$ cat src/rtl/wb_sdram_arbiter.sv
// Two-requester Wishbone arbiter in front of the SDRAM controller slave port.
// Round-robin on contention; a grant is held for the whole Wishbone cycle.
module wb_sdram_arbiter #(
    parameter int dw     = 32,
    parameter int APP_AW = 26
) (
    input  logic              wb_clk_i,
    input  logic              wb_rst_i,
    input  logic              sdr_init_done,

    input  logic              m0_cyc_i,
    input  logic              m0_stb_i,
    input  logic              m0_we_i,
    input  logic [APP_AW-1:0] m0_addr_i,
    input  logic [dw-1:0]     m0_dat_i,
    input  logic [dw/8-1:0]   m0_sel_i,
    input  logic [2:0]        m0_cti_i,
    output logic              m0_ack_o,
    output logic [dw-1:0]     m0_dat_o,

    input  logic              m1_cyc_i,
    input  logic              m1_stb_i,
    input  logic              m1_we_i,
    input  logic [APP_AW-1:0] m1_addr_i,
    input  logic [dw-1:0]     m1_dat_i,
    input  logic [dw/8-1:0]   m1_sel_i,
    input  logic [2:0]        m1_cti_i,
    output logic              m1_ack_o,
    output logic [dw-1:0]     m1_dat_o,

    output logic              s_cyc_o,
    output logic              s_stb_o,
    output logic              s_we_o,
    output logic [APP_AW-1:0] s_addr_o,
    output logic [dw-1:0]     s_dat_o,
    output logic [dw/8-1:0]   s_sel_o,
    output logic [2:0]        s_cti_o,
    input  logic              s_ack_i,
    input  logic [dw-1:0]     s_dat_i,

    output logic [1:0]        gnt_o
);

    // Encoding doubles as the one-hot grant vector.
    typedef enum logic [1:0] {
        IDLE = 2'b00,
        GNT0 = 2'b01,
        GNT1 = 2'b10
    } state_t;

    state_t state_q, state_d;
    logic   prio_q, prio_d;

    always_ff @(posedge wb_clk_i) begin
        if (wb_rst_i) begin
            state_q <= IDLE;
            prio_q  <= 1'b0;
        end else begin
            state_q <= state_d;
            prio_q  <= prio_d;
        end
    end

    always_comb begin
        state_d = state_q;
        prio_d  = prio_q;
        case (state_q)
            IDLE: begin
                if (sdr_init_done) begin
                    if (m0_cyc_i && (!m1_cyc_i || !prio_q))
                        state_d = GNT0;
                    else if (m1_cyc_i)
                        state_d = GNT1;
                end
            end
            GNT0: begin
                if (!m0_cyc_i) begin
                    prio_d  = 1'b1;
                    state_d = (m1_cyc_i && sdr_init_done) ? GNT1 : IDLE;
                end
            end
            GNT1: begin
                if (!m1_cyc_i) begin
                    prio_d  = 1'b0;
                    state_d = (m0_cyc_i && sdr_init_done) ? GNT0 : IDLE;
                end
            end
            default: state_d = IDLE;
        endcase
    end

    always_comb begin
        s_cyc_o  = 1'b0;
        s_stb_o  = 1'b0;
        s_we_o   = 1'b0;
        s_addr_o = '0;
        s_dat_o  = '0;
        s_sel_o  = '0;
        s_cti_o  = '0;
        m0_ack_o = 1'b0;
        m1_ack_o = 1'b0;
        case (state_q)
            GNT0: begin
                s_cyc_o  = m0_cyc_i;
                s_stb_o  = m0_stb_i;
                s_we_o   = m0_we_i;
                s_addr_o = m0_addr_i;
                s_dat_o  = m0_dat_i;
                s_sel_o  = m0_sel_i;
                s_cti_o  = m0_cti_i;
                m0_ack_o = s_ack_i;
            end
            GNT1: begin
                s_cyc_o  = m1_cyc_i;
                s_stb_o  = m1_stb_i;
                s_we_o   = m1_we_i;
                s_addr_o = m1_addr_i;
                s_dat_o  = m1_dat_i;
                s_sel_o  = m1_sel_i;
                s_cti_o  = m1_cti_i;
                m1_ack_o = s_ack_i;
            end
            default: ;
        endcase
    end

    assign gnt_o    = state_q;
    assign m0_dat_o = s_dat_i;
    assign m1_dat_o = s_dat_i;

endmodule
$ cat config.mk
export PLATFORM = sky130hd
export DESIGN_NAME = wb_sdram_arbiter
export DESIGN_NICKNAME = d
export VERILOG_FILES = /design/src/rtl/wb_sdram_arbiter.sv
export SDC_FILE = /design/constraint.sdc
export NUM_CORES = 1
export LEC_CHECK = 0
export ABC_AREA = 1
export BUFFER_PORTS_ARGS = -buffer_cell sky130_fd_sc_hd__buf_2
export CAP_MARGIN = 10
export CORE_AREA = 5 5 116 118
export DETAILED_ROUTE_END_ITERATION = 8
export DIE_AREA = 0 0 121 123
export PLACE_DENSITY_LB_ADDON = 0.1
export SLEW_MARGIN = 20
export SYNTH_ARGS = -nofsm -noshare
export SYNTH_HDL_FRONTEND = slang
export SYNTH_SLANG_ARGS = --single-unit
$ cat constraint.sdc
create_clock -name wb_clk_i -period 3.8 [get_ports wb_clk_i]
set_clock_uncertainty 0.05 [all_clocks]
set_input_delay 0 -clock wb_clk_i [delete_from_list [all_inputs] [get_ports wb_clk_i]]
set_output_delay 0 -clock wb_clk_i [all_outputs]
set_load 0.02 [all_outputs]
-- Yosys cells after proc, flatten, opt, wreduce, memory -nomap -nowiden
Cells that the tools add are included.
- flip-flop bits (word level): 3
- output and inout bits: 136
- logic and storage cells: 38
- equal/unequal tests: 6
- muxes and demuxes: 20
- reduce and logical (&&, ||, !) cells: 10
- operators by type and width (cell ; count):
    32-bit case mux with 2 select lines ; 1
    26-bit case mux with 2 select lines ; 1
    2-bit 2-to-1 mux ; 6
    1-bit case mux with 2 select lines ; 4
    4-bit case mux with 2 select lines ; 1
    2-bit != test (second input constant) ; 3
    2-bit case mux with 3 select lines ; 1
    3-bit case mux with 2 select lines ; 1
    1-bit 2-to-1 mux ; 5
    4-bit AND reduction ; 1
    1-bit logical AND ; 3
    3-bit != test (second input constant) ; 1
    3-bit AND reduction ; 1
    2-bit by 1-bit == test with 1-bit output (second input constant) ; 1
    2-bit == test (second input constant) ; 1
    1-bit zero test ; 2
    2-bit zero test ; 1
    2-bit nonzero test ; 1
    1-bit logical OR ; 1

-- Longest topological paths before layout
- depth after elaboration: 6
- gate-level depth with buffers: 10

-- Least setup slack after synthesis
Ideal clock, no wire load.
- path kind: register to output
- start: register state_q[0] (netlist: gnt_o[0])
- end: output port s_dat_o[10]
- arrival time: 1605 ps
- data required time: 3750 ps
- slack: 2145 ps
- stages on the path, launching flop included: 7
- buffers on the path: 2
- cell sequence: dfxtp_1 > inv_1 > ha_1 > inv_2 > buf_2 > buf_2 > a21oi_1
- longest elaborated chain between the ends: 2
- elaborated cells on any way between the ends: 3
- classes of those cells: 2 x eq/ne; 1 x mux
- RTL lines (what ; RTL line ; source):
    start: declaration ; 51 ; state_t state_q, state_d;
    start signal: assignment ; 59 ; state_q <= state_d;
    2-bit == test or 2-bit by 1-bit == test with 1-bit output (tied branches) ; 102 ; case (state_q)
    32-bit case mux with 2 select lines (*) ; 102 ;
    end: declaration ; 35 ; output logic [dw-1:0] s_dat_o,
Every way passes the cells marked *; elsewhere a longest branch is shown, timed or not.

-- Worst setup path after layout
- start: register state_q[1] (netlist: gnt_o[1])
- end: output port s_addr_o[13]
- longest elaborated chain between the ends: 2
- elaborated cells on any way between the ends: 3
- classes of those cells: 2 x eq/ne; 1 x mux
- RTL lines (what ; RTL line ; source):
    2-bit == test or 2-bit by 1-bit == test with 1-bit output (tied branches) ; 102 ;
    26-bit case mux with 2 select lines (*) ; 102 ;
    end: declaration ; 34 ; output logic [APP_AW-1:0] s_addr_o,
Marked as above.

==> flow_metrics.env <==
export IMPL_outcome="completed"
export IMPL_reg2reg_depth=9
export IMPL_reg2reg_to="gnt_o[1]$_SDFFE_PP0P_"
export IMPL_fin_crit_sh_pct=64.79
export IMPL_num_vias=2572
export IMPL_whs_path_depth=6
export IMPL_cp_end_kind="output pin"
export IMPL_antenna_found_initial=1
export IMPL_maxCapViolations=0
export IMPL_syn_area_sq_um=1765
export IMPL_syn_to_final_growth_pct=60.95
export IMPL_crit_arrival_ps=2410
export IMPL_dp_hpwl_mm=6.144
export IMPL_clk_latency_ps=220
export IMPL_hold_path_class="in2reg"
export IMPL_drtPass1Iterations=6
export IMPL_clk_path_buf_depth=2
export IMPL_cts_clk_slew_worst_paths_ps=30
export IMPL_die_h_um=123
export IMPL_crit_type="reg2out"
export IMPL_setup_viol_count_final=0
export IMPL_routed_wl_mm=8.379
export IMPL_cp_required_ps=3750
export IMPL_ios=308
export IMPL_num_rows=41
export IMPL_fp_dieArea_sq_um=14880
export IMPL_seq_area_frac_synth_pct=3.402
export IMPL_ys_warn_count=0
export IMPL_grt_usage_pct=9.310
export IMPL_antennaDiodeCount=0
export IMPL_fmaxAchievable_mhz=406.2
export IMPL_start_util_pct=14.28
export IMPL_reg2reg_from="gnt_o[0]$_SDFFE_PP0P_"
export IMPL_via_per_inst=3.839
export IMPL_rsz0062_at_grt="false"
export IMPL_final_common_cell="buf_2"
export IMPL_overflow=0
export IMPL_synthCells=334
export IMPL_setup_tns_ps=0
export IMPL_clock_sinks=3
export IMPL_grt_pass1_wl_mm=11.34
export IMPL_cts_tree="done"
export IMPL_cellPowerDensity_nw_per_um2=342.7
export IMPL_antenna_left=0
export IMPL_syn_nets=511
export IMPL_grt_pass1_vias=2431
export IMPL_startpoint_type="register"
export IMPL_p_leak_nw=1.434
export IMPL_drt_iter0_drc=44
export IMPL_place_gp_congestion=0.7097
export IMPL_grt_max_degree=69
export IMPL_min_to="prio_q$_SDFFE_PP0P_"
export IMPL_drc=0
export IMPL_finalNetCount=676
export IMPL_relSlewSlack_pct=33.58
export IMPL_synth_seq_cells=3
export IMPL_fp_dieW_um=121
export IMPL_reg2reg_slack_ps=1820
export IMPL_worstPathMaxFanout=44
export IMPL_vdd_drop_max_uv=284.7
export IMPL_coreArea_sq_um=12360
export IMPL_most_common_layout_cells="buf_2, nand2_1, a21oi_1"
export IMPL_min_from="m1_cyc_i"
export IMPL_synth_avg_cell_area_sq_um=5.286
export IMPL_layout_min_cycle_time_ps=2462
export IMPL_io_buffers=211
export IMPL_numCtsBuffers=3
export IMPL_cts_root_buf="clkbuf_16"
export IMPL_hold_violations=0
export IMPL_routedWlPerCell_um=12.51
export IMPL_tightest_slew_ps=996.3
export IMPL_hold_ws_ps=199.8
export IMPL_htree_num_levels=1
export IMPL_ys_types=16
export IMPL_drive_gt1_share_pct=45.38
export IMPL_cts_setup_buffers=0
export IMPL_drv_slew=0
[power by group]
part	switching [mW]	leakage (nW)	internal (mW)	total, mW
clock	0.0306	0.0382	0.139	0.169
sequential	0.00907	0.0247	0.0407	0.0498
combinational	0.527	1.37	0.228	0.755
[sequential cells by signal (all words and copies together), names as in the netlist]
signal and count:
gnt_o 2, prio_q 1
[routing by layer]
metal | track usage [%] | share of wire [%]
met1 | 8.557 | 32
met2 | 20.08 | 56
met3 | 2.470 | 12
met4 | 1.771 | 0.50
met5 | 0 | 0.084
[worst max-delay path by stage]
stage | startpoint | endpoint | slack [ps] | depth (start not counted)
2_1_floorplan | gnt_o[0]$_SDFFE_PP0P_ | s_dat_o[10] | 2150 | 6
3_3_place_gp | gnt_o[1]$_SDFFE_PP0P_ | s_addr_o[13] | 1470 | 6
3_5_place_dp | gnt_o[1]$_SDFFE_PP0P_ | s_addr_o[13] | 1470 | 6
4_1_cts | gnt_o[1]$_SDFFE_PP0P_ | s_addr_o[13] | 1230 | 6
5_1_grt | gnt_o[1]$_SDFFE_PP0P_ | s_addr_o[13] | 1130 | 6
6_report | gnt_o[1]$_SDFFE_PP0P_ | s_addr_o[13] | 1340 | 6
[worst max-delay path, stage by stage, from the launching register on]
cell and delay, ps:
dfxtp_1 350, inv_1 130, ha_2 780, buf_4 380, nand2_1 70, a21oi_1 240, buf_2 220
[kinds of logic after synthesis]
family / count (synthesis) / share of synthesized area (%)
and+or+nand+nor: 159 / 34.94
buffers and inverters: 96 / 37.85
AOI/OAI and AO/OA: 71 / 20.27
adders and majority gates: 5 / 3.544
DFF: 3 / 3.402
[synth_stat cells (all sizes together)]
master | instances | area [sq um]
ha | 5 | 62.56
inv | 9 | 33.79
a211oi | 1 | 7.510
clkbuf | 4 | 15.01
a21oi | 70 | 350.3
nand3 | 4 | 25.02
dfxtp | 3 | 60.06
nor2 | 11 | 43.80
buf | 83 | 619.3
nand2 | 144 | 548.0
[final cells by class]
type	count	area (sq um)
fill	1411	9522
timing repair buffer	247	1409
multi-input combinational	235	1042
tap	172	215.2
clock buffer	4	78.83
sequential	3	60.06
inverter	9	36.28
[metrics by stage]
stage	util [%]	power [mW]	std cells	setup slack, ps	area (sq um)
floorplan	-	0.6253	334	2145	1765
global route	22.98	1.068	670	1135	2841
detailed placement	19.67	0.7460	633	1473	2432
global placement	19.65	0.7456	633	1474	2430
CTS	22.98	1.002	670	1226	2841
finish	22.98	0.9739	670	1338	2841
[what timing repair did]
item | in CTS | in global routing
hold buffers | 33 | 0
hold endpoints to repair | 67 | 0
endpoints found under the setup margin | 0 | 0
gates resized for setup | 0 | 0
Note: power is estimated with default switching activity, not from simulation.
